File: src/rtl/ahb_pkg.sv
// Shared AHB encodings and default-slave state type for the interconnect.
package ahb_pkg;
    localparam logic [1:0] HTRANS_IDLE   = 2'b00;
    localparam logic [1:0] HTRANS_BUSY   = 2'b01;
    localparam logic [1:0] HTRANS_NONSEQ = 2'b10;
    localparam logic [1:0] HTRANS_SEQ    = 2'b11;

    localparam logic HRESP_OKAY  = 1'b0;
    localparam logic HRESP_ERROR = 1'b1;

    typedef enum logic [1:0] {
        DS_IDLE = 2'b00,
        DS_ERR1 = 2'b01,
        DS_ERR2 = 2'b10
    } ds_state_t;
endpackage

File: src/rtl/ahb_default_slave.sv
// Default slave for unmapped addresses: two-cycle ERROR response plus error log.
// state   | meaning
// DS_IDLE | no error in progress, zero-wait OKAY
// DS_ERR1 | first ERROR cycle, hready low
// DS_ERR2 | second ERROR cycle, hready high, may chain into a new ERR1
module ahb_default_slave
    import ahb_pkg::*;
#(
    parameter int ADDR_W    = 32,
    parameter int ERR_CNT_W = 8
) (
    input  logic                 hclk,
    input  logic                 hreset,
    input  logic                 sel_default,
    input  logic [1:0]           htrans,
    input  logic                 hready,
    input  logic [ADDR_W-1:0]    haddr,
    input  logic                 err_clr,
    output logic                 ds_hready,
    output logic                 ds_hresp,
    output logic [ERR_CNT_W-1:0] err_cnt,
    output logic [ADDR_W-1:0]    err_addr
);
    ds_state_t state;
    logic      err_take;
    logic      log_err;

    assign err_take = sel_default && hready &&
                      (htrans == HTRANS_NONSEQ || htrans == HTRANS_SEQ);
    assign log_err  = err_take && (state != DS_ERR1);

    always_ff @(posedge hclk) begin
        if (hreset) begin
            state     <= DS_IDLE;
            ds_hready <= 1'b1;
            ds_hresp  <= HRESP_OKAY;
            err_cnt   <= '0;
            err_addr  <= '0;
        end else begin
            case (state)
                DS_IDLE, DS_ERR2: begin
                    if (err_take) begin
                        state     <= DS_ERR1;
                        ds_hready <= 1'b0;
                        ds_hresp  <= HRESP_ERROR;
                    end else begin
                        state     <= DS_IDLE;
                        ds_hready <= 1'b1;
                        ds_hresp  <= HRESP_OKAY;
                    end
                end
                DS_ERR1: begin
                    state     <= DS_ERR2;
                    ds_hready <= 1'b1;
                    ds_hresp  <= HRESP_ERROR;
                end
                default: begin
                    state     <= DS_IDLE;
                    ds_hready <= 1'b1;
                    ds_hresp  <= HRESP_OKAY;
                end
            endcase

            // clear wins over a same-cycle increment
            if (err_clr)
                err_cnt <= '0;
            else if (log_err && err_cnt != '1)
                err_cnt <= err_cnt + ERR_CNT_W'(1);

            if (log_err)
                err_addr <= haddr;
        end
    end
endmodule

File: src/rtl/ahb_interconnect.sv
// Single-master AHB interconnect: base/mask address decode, registered
// data-phase select, response mux and built-in default slave.
module ahb_interconnect
    import ahb_pkg::*;
#(
    parameter int NUM_SLAVES = 4,
    parameter int ADDR_W     = 32,
    parameter int DATA_W     = 32,
    parameter logic [NUM_SLAVES*ADDR_W-1:0] SLV_BASE =
        {32'h3000_0000, 32'h2000_0000, 32'h1000_0000, 32'h0000_0000},
    parameter logic [NUM_SLAVES*ADDR_W-1:0] SLV_MASK = {4{32'hF000_0000}},
    parameter int ERR_CNT_W  = 8
) (
    input  logic                         hclk,
    input  logic                         hreset,
    input  logic [ADDR_W-1:0]            haddr,
    input  logic [1:0]                   htrans,
    output logic [NUM_SLAVES-1:0]        hsel,
    output logic                         hready,
    input  logic [NUM_SLAVES*DATA_W-1:0] hrdata_s,
    input  logic [NUM_SLAVES-1:0]        hreadyout_s,
    input  logic [NUM_SLAVES-1:0]        hresp_s,
    output logic [DATA_W-1:0]            hrdata,
    output logic                         hresp,
    input  logic                         err_clr,
    output logic [ERR_CNT_W-1:0]         err_cnt,
    output logic [ADDR_W-1:0]            err_addr
);
    localparam int SEL_W = $clog2(NUM_SLAVES + 1);
    localparam logic [SEL_W-1:0] DSEL_DEFAULT = SEL_W'(NUM_SLAVES);

    logic [NUM_SLAVES-1:0] match;
    logic [NUM_SLAVES-1:0] dhit;
    logic [SEL_W-1:0]      sel_idx;
    logic [SEL_W-1:0]      dsel;
    logic                  sel_default;
    logic                  ds_hready;
    logic                  ds_hresp;

    for (genvar gi = 0; gi < NUM_SLAVES; gi++) begin : g_slv
        assign match[gi] = (haddr & SLV_MASK[gi*ADDR_W +: ADDR_W]) ==
                           (SLV_BASE[gi*ADDR_W +: ADDR_W] & SLV_MASK[gi*ADDR_W +: ADDR_W]);
        assign dhit[gi]  = (dsel == SEL_W'(gi));
    end

    // descending scan so the lowest matching index overrides on overlap
    always_comb begin
        hsel    = '0;
        sel_idx = DSEL_DEFAULT;
        for (int i = NUM_SLAVES - 1; i >= 0; i--) begin
            if (match[i]) begin
                hsel    = '0;
                hsel[i] = 1'b1;
                sel_idx = SEL_W'(i);
            end
        end
    end

    assign sel_default = (sel_idx == DSEL_DEFAULT);

    always_ff @(posedge hclk) begin
        if (hreset)
            dsel <= DSEL_DEFAULT;
        else if (hready)
            dsel <= sel_idx;
    end

    always_comb begin
        hrdata = '0;
        hready = ds_hready;
        hresp  = ds_hresp;
        for (int i = 0; i < NUM_SLAVES; i++) begin
            if (dhit[i]) begin
                hrdata = hrdata_s[i*DATA_W +: DATA_W];
                hready = hreadyout_s[i];
                hresp  = hresp_s[i];
            end
        end
    end

    ahb_default_slave #(
        .ADDR_W    (ADDR_W),
        .ERR_CNT_W (ERR_CNT_W)
    ) u_default_slave (
        .hclk        (hclk),
        .hreset      (hreset),
        .sel_default (sel_default),
        .htrans      (htrans),
        .hready      (hready),
        .haddr       (haddr),
        .err_clr     (err_clr),
        .ds_hready   (ds_hready),
        .ds_hresp    (ds_hresp),
        .err_cnt     (err_cnt),
        .err_addr    (err_addr)
    );
endmodule

File: config.mk
export PLATFORM = sky130hd
export DESIGN_NAME = ahb_interconnect
export DESIGN_NICKNAME = d
export VERILOG_FILES = /design/src/rtl/ahb_pkg.sv /design/src/rtl/ahb_default_slave.sv /design/src/rtl/ahb_interconnect.sv
export SDC_FILE = /design/constraint.sdc
export NUM_CORES = 1
export LEC_CHECK = 0
export BUFFER_PORTS_ARGS = -buffer_cell sky130_fd_sc_hd__buf_2
export CORE_AREA = 2 2 97 99
export CTS_BUF_LIST = sky130_fd_sc_hd__clkbuf_16
export DETAILED_ROUTE_END_ITERATION = 16
export DIE_AREA = 0 0 99 101
export GPL_ROUTABILITY_DRIVEN = 0
export HOLD_SLACK_MARGIN = 0.05
export PLACE_DENSITY = 0.71
export REMOVE_ABC_BUFFERS = 1
export SYNTH_ARGS = -nofsm -noshare
export SYNTH_HDL_FRONTEND = slang
export SYNTH_HIERARCHICAL = 1
export SYNTH_SLANG_ARGS = --single-unit
File: constraint.sdc
create_clock -name hclk -period 3.5 [get_ports hclk]
set_clock_uncertainty 0.15 [all_clocks]
set_input_delay 0.35 -clock hclk [delete_from_list [all_inputs] [get_ports hclk]]
set_output_delay 0.35 -clock hclk [all_outputs]
set_load 0.005 [all_outputs]
# [Yosys cells after proc, flatten, opt, wreduce, memory -nomap -nowiden]
# Cells that the tools add are included.
[op_classes] n_mux=25 bitwise_logic=1 n_eq_ne=13 addsub=1 n_reduce_logical=11
[op_table] cell="$mux W32" n=4
[op_table] cell="$logic_not A32 Y1" n=1
[op_table] cell="$mux W4" n=4
[op_table] cell="$mux W3" n=4
[op_table] cell="$mux W1" n=11
[op_table] cell="$add A8 B1 Y8 const B" n=1
[op_table] cell="$eq A4 B2 Y1 const B" n=2
[op_table] cell="$ne A8 B8 Y1 const B" n=1
[op_table] cell="$eq A2 B2 Y1 const B" n=3
[op_table] cell="$eq A3 B2 Y1 const B" n=2
[op_table] cell="$reduce_or A2 Y1" n=3
[op_table] cell="$eq A4 B1 Y1 const B" n=1
[op_table] cell="$logic_and A1 B1 Y1" n=4
[op_table] cell="$pmux W2 S2" n=1
[op_table] cell="$eq A3 B1 Y1 const B" n=1
[op_table] cell="$eq A3 B3 Y1 const B" n=1
[op_table] cell="$logic_not A3 Y1" n=1
[op_table] cell="$eq A2 B1 Y1 const B" n=1
[op_table] cell="$logic_not A2 Y1" n=1
[op_table] cell="$ne A2 B1 Y1 const B" n=1
[op_table] cell="$pmux W1 S2" n=1
[op_table] cell="$logic_or A1 B1 Y1" n=1
[op_table] cell="$not A1 Y1" n=1
[word_totals] in_bits=173 register_bits=47 word_cells=57 out_inout_bits=78

# [Logic depth before layout (Yosys ltp)]
[depth] word_depth=10 ltp_mapped=10 mapped_depth_nobuf=7

# [By module]
# Netlist, hierarchy kept.
[by_module_without_submodules] mod="ahb_default_slave" instances=1 area_each_um2=1629.1 cells_each=201
[by_module_without_submodules] mod="ahb_interconnect" instances=1 area_each_um2=1283.7 cells_each=111

# [Least setup slack after synthesis]
# No wires, ideal clock.
[synth_path] path_type="register to register" from="register dsel[2]" to="register u_default_slave.err_cnt[0]" arrival_time_ps=1945 t_required_ps=3280 setup_slack_ps=1335 path_stages_with_launch=10 path_buffers=2 path_cell_list="dfxtp_1 -> buf_2 -> nor4bb_1 -> a31oi_1 -> a21oi_1 -> nand3_2 -> nand2b_1 -> buf_2 -> or3_1 -> a21oi_1"
[synth_between] elab_chain_cells=9 elab_cells_between_ends=12 classes_between="3 x eq/ne; 4 x mux; 5 x reduce/logical"
[synth_lines] item="start: declaration" line_no="ahb_interconnect.sv:35" text="logic [SEL_W-1:0] dsel;"
[synth_lines] item="start signal: assignment" line_no="ahb_interconnect.sv:65" text="dsel <= sel_idx;"
[synth_lines] item="$logic_not A3 Y1" line_no="ahb_interconnect.sv:43" text="assign dhit[gi] = (dsel == SEL_W'(gi));"
[synth_lines] item="$mux W1 (3 in a row)" line_no="ahb_interconnect.sv:73" text="if (dhit[i]) begin"
[synth_lines] item="$mux W1 *" line_no="ahb_interconnect.sv:73"
[synth_lines] item="net hready" line_no="ahb_interconnect.sv:19" text="output logic hready,"
[synth_lines] item="$logic_and A1 B1 Y1 * (2 in a row)" line_no="ahb_default_slave.sv:28" text="assign err_take = sel_default && hready &&"
[synth_lines] item="$logic_and A1 B1 Y1 *" line_no="ahb_default_slave.sv:30" text="assign log_err = err_take && (state != DS_ERR1);"
[synth_lines] item="$logic_and A1 B1 Y1 *" line_no="ahb_default_slave.sv:67" text="else if (log_err && err_cnt != '1)"
[synth_lines] item="end signal: assignment" line_no="ahb_default_slave.sv:68" text="err_cnt <= err_cnt + ERR_CNT_W'(1);"
[synth_lines] item="end: declaration" line_no="ahb_default_slave.sv:21" text="output logic [ERR_CNT_W-1:0] err_cnt,"
# The timed path passes the listed nets; every way through them passes the cells marked *.
# A chain may end at the register's enable or synchronous reset.

# [Final worst setup path]
[layout_path] from="register dsel[0]" to="output hresp"
[layout_between] elab_chain_cells=5 elab_cells_between_ends=8 classes_between="3 x eq/ne; 4 x mux; 1 x reduce/logical"
[layout_lines] item="$logic_not A3 Y1" line_no="ahb_interconnect.sv:43"
[layout_lines] item="$mux W1 (3 in a row)" line_no="ahb_interconnect.sv:73"
[layout_lines] item="$mux W1 *" line_no="ahb_interconnect.sv:73"
[layout_lines] item="end: declaration" line_no="ahb_interconnect.sv:24" text="output logic hresp,"
# Mark *: on every way between the ends. The rest lies on a longest branch, timed or not.

==> summary.md <==
| Metric | Value |
|---|---|
| Post-route DRC | 0 |
| Inserted Clock Buffers | 5 |
| R2r startpoint | dsel[1] |
| WL/cell | 16.8 µm |
| Routed Antenna Nets | 0 |
| HP Start | haddr[7] |
| Buf/Inv on CP | 2 |
| LEAKAGE | 0.00211 µW |
| Crit share post-route | 0.754 |
| Vias per cell | 5.07 |
| Placed cell area | 0.00423 mm² |
| R2r setup slk | 0.88 ns |
| Power per cell area | 335 mW/mm² |
| Number of H-tree levels | 2 |
| Number of failing hold endpoints at the final stage | 0 |
| Post-layout net count | 723 |
| Startpoint Class | flop |
| Initial Utilization | 0.324 |
| Maximum VDD drop | 0.297 mV |
| Yosys cell types | 39 |
| Root Buffer | clkbuf_16 |
| Max FO, Critical Path | 34 |
| DIE AREA | 0.0100 mm² |
| Fmax | 379 MHz |
| Syn Area/Cell | 9.34 µm² |
| Worst slew margin | 0.512 |
| RSZ-0062 raised after global routing | no |
| Finish-stage setup viols | 0 |
| PortBufs | 249 |
| Postcts setup bufs | 0 |
| Layout cell share with drive strength beyond 1 | 0.554 |
| Cell count after synthesis | 312 |
| Worst EP arrival | 2.14 ns |
| CTS tree | built |
| Die Width | 99 µm |
| Worst-Margin Slew | 0.732 ns |
| HP Class | in2reg |
| Largest delay share family, worst path | multiplexers |
| Area delta synth->final | 51.0% |
| Chip height | 101 µm |
| GRT Resource Usage Total | 0.210 |
| Setup TNS | 0 ns |
| Gr ovfl total | 0 |
| Post-synthesis cell area | 0.00291 mm² |
| Hold path cells | 3 |
| First-pass GRT wire length | 16500 µm |
| Tot Pwr | 1470 µW |
| FF+latch count, synth | 47 |
| Drt total wl | 11100 µm |
| Max-cap viol count | 0 |
| Synth warn | 6 |
| Critical path required time | 3.00 ns |
| CTS Sinks | 47 |
| Iteration-0 DRC Markers | 89 |
| Reg clk slew, reported paths | 0.06 ns |
| Hold Buf Count CTS | 0 |
| Critical Path End Type | output pin |
| Drt pass-1 iters | 4 |
| Largest net degree at the start of global routing | 43 |
| Minimum clock period after layout | 2.64 ns |
| Final HPWL DP | 9140 µm |
| Core box area | 0.00898 mm² |
| Finished Cell Area | 0.00440 mm² |
| Clock buffer depth | 2 |
| Worst path slowest cell | mux4_2 |
| FP Rows | 35 |
| Hold Path End | u_default_slave/err_addr[7] |
| Seq/Total Area, Yosys | 0.323 |
| Worst setup path category | reg2out |
| DR vias | 3363 |
| Max stage delay on crit path | 0.57 ns |
| Crit-path cells | buf_4, mux4_2, mux2_2, buf_2 |
| Number of global-route vias before repair | 3265 |
| Initial antenna violation count | 4 |
| Clk_lat worst skew | 0.28 ns |
| Fin. max-slew vios | 0 |
| R2R cell count | 7 |
| # resized after CTS | 0 |
| Io pins | 251 |
| Reg2reg end | u_default_slave/err_cnt[0] |
| Status | finished, final reports clean |
==> worst register-to-register path, delay by kind of cell (launching register included) <==
| kind | cells | cell delay [ns] |
|---|---|---|
| AND/OR/NAND/NOR | 4 | 1.43 |
| AO/OA/AOI/OAI | 2 | 0.36 |
| flip-flops | 1 | 0.34 |
| buffers and inverters | 1 | 0.27 |
==> registers in the layout, summed over array words and instances, names as in the netlist <==
name	flops
u_default_slave/err_addr	32
u_default_slave/err_cnt	8
dsel	3
u_default_slave/ds_hresp	1
u_default_slave/state	2
u_default_slave/ds_hready	1
==> logic make-up (layout without fill, tap and decap cells) <==
| logic type | after synthesis | after routing | synth area share |
|---|---|---|---|
| simple gates | 150 | 150 | 0.263 |
| mux | 34 | 34 | 0.259 |
| flops | 47 | 47 | 0.323 |
| fa+ha+maj | 1 | 1 | 0.00429 |
| compound gates | 52 | 52 | 0.102 |
| other cells | 0 | 3 | 0 |
| buf+inv | 28 | 265 | 0.0481 |
==> area by class of cell <==
cell class                      instances  area, µm²
Fill cell                             854       4580
Multi-Input combinational cell        237       1830
Timing Repair Buffer                  255       1300
Sequential cell                        47        943
Tap cell                              111        139
Clock buffer                            5        125
Clock inverter                          2       33.8
Inverter                                3       11.3
Antenna cell                            3       7.51
==> cell usage in the layout (no fill, tap or decap), drive strengths merged, types with 2 or more instances in the layout <==
cell	instances
buf	255
nand2	69
dfxtp	47
a21oi	37
nor2b	35
mux4	33
nor2	9
and3	8
nor3	7
nand3	7
o21ai	5
clkbuf	5
inv	4
diode	3
a31oi	3
nand2b	2
or3	2
or2	2
a221oi	2
and4bb	2
==> synth_stat cells <==
| master | n | area share |
|---|---|---|
| nor4_2 | 1 | 0.0043 |
| nor2b_1 | 35 | 0.075 |
| nor4bb_1 | 1 | 0.0034 |
| a221oi_1 | 1 | 0.0030 |
| nand3_2 | 1 | 0.0034 |
| dfxtp_1 | 47 | 0.32 |
| and4bb_2 | 1 | 0.0043 |
| a31oi_1 | 3 | 0.0064 |
| mux4_2 | 33 | 0.26 |
| or3_1 | 2 | 0.0043 |
| nand2_1 | 69 | 0.089 |
| or2_2 | 1 | 0.0021 |
| buf_4 | 4 | 0.010 |
| a2111o_1 | 1 | 0.0039 |
| and3_1 | 8 | 0.017 |
| ha_1 | 1 | 0.0043 |
| buf_6 | 1 | 0.0039 |
| a22oi_1 | 1 | 0.0026 |
| and4bb_4 | 1 | 0.0056 |
| mux2_2 | 1 | 0.0039 |
| a21oi_1 | 37 | 0.064 |
| nor3b_1 | 1 | 0.0026 |
| nand2b_1 | 2 | 0.0043 |
| and4_1 | 1 | 0.0030 |
| inv_1 | 3 | 0.0039 |
| nor4b_1 | 1 | 0.0030 |
| or4_1 | 1 | 0.0026 |
| nand4b_1 | 1 | 0.0030 |
| a311oi_1 | 1 | 0.0030 |
| nor3_1 | 7 | 0.012 |
| a221oi_2 | 1 | 0.0052 |
| a211oi_1 | 1 | 0.0026 |
| clkbuf_1 | 10 | 0.013 |
| buf_2 | 10 | 0.017 |
| or2_0 | 1 | 0.0021 |
| nand3_1 | 6 | 0.010 |
| nor2_1 | 9 | 0.012 |
| o21ai_0 | 5 | 0.0086 |
| a41o_1 | 1 | 0.0034 |
==> metal layers <==
metal | routed length, µm | vias up | GRT usage
met4 | 286 | 2 | 0.0769
met2 | 5620 | 170 | 0.374
met5 | 13 | - | 0
met3 | 1130 | 26 | 0.0631
met1 | 4090 | 1562 | 0.237
li1 | - | 1603 | -
==> stage by stage <==
stage / setup slack [ns] / hold WS (ns) / utilization / instances
final: 0.862 / 0.155 / 0.490 / 663
after global routing: 0.674 / 0.145 / 0.490 / 663
after detailed placement: 0.810 / 0.293 / 0.471 / 653
after global placement: 0.882 / 0.290 / 0.471 / 653
after floorplan: -0.855 / 0.269 / - / 287
after CTS: 0.811 / 0.148 / 0.489 / 660
==> power by group <==
part | leakage, µW | internal (µW) | switching (µW) | total [µW]
combinational | 0.00164 | 212 | 162 | 374
sequential | 0.000385 | 566 | 16.9 | 583
clock | 0.0000811 | 330 | 187 | 517
==> worst max-delay path by stage <==
stage	cells past startpoint	end	slack [ns]	startpoint
after floorplan	7	u_default_slave/err_cnt[2]	-0.86	dsel[0]
after global placement	9	u_default_slave/err_addr[4]	0.88	hreadyout_s[2]
after detailed placement	9	u_default_slave/err_addr[11]	0.81	hreadyout_s[2]
after CTS	4	hresp	0.81	dsel[0]
after global routing	8	u_default_slave/err_addr[22]	0.67	dsel[0]
final	4	hresp	0.86	dsel[0]
Power figures use the tool's default switching activity.
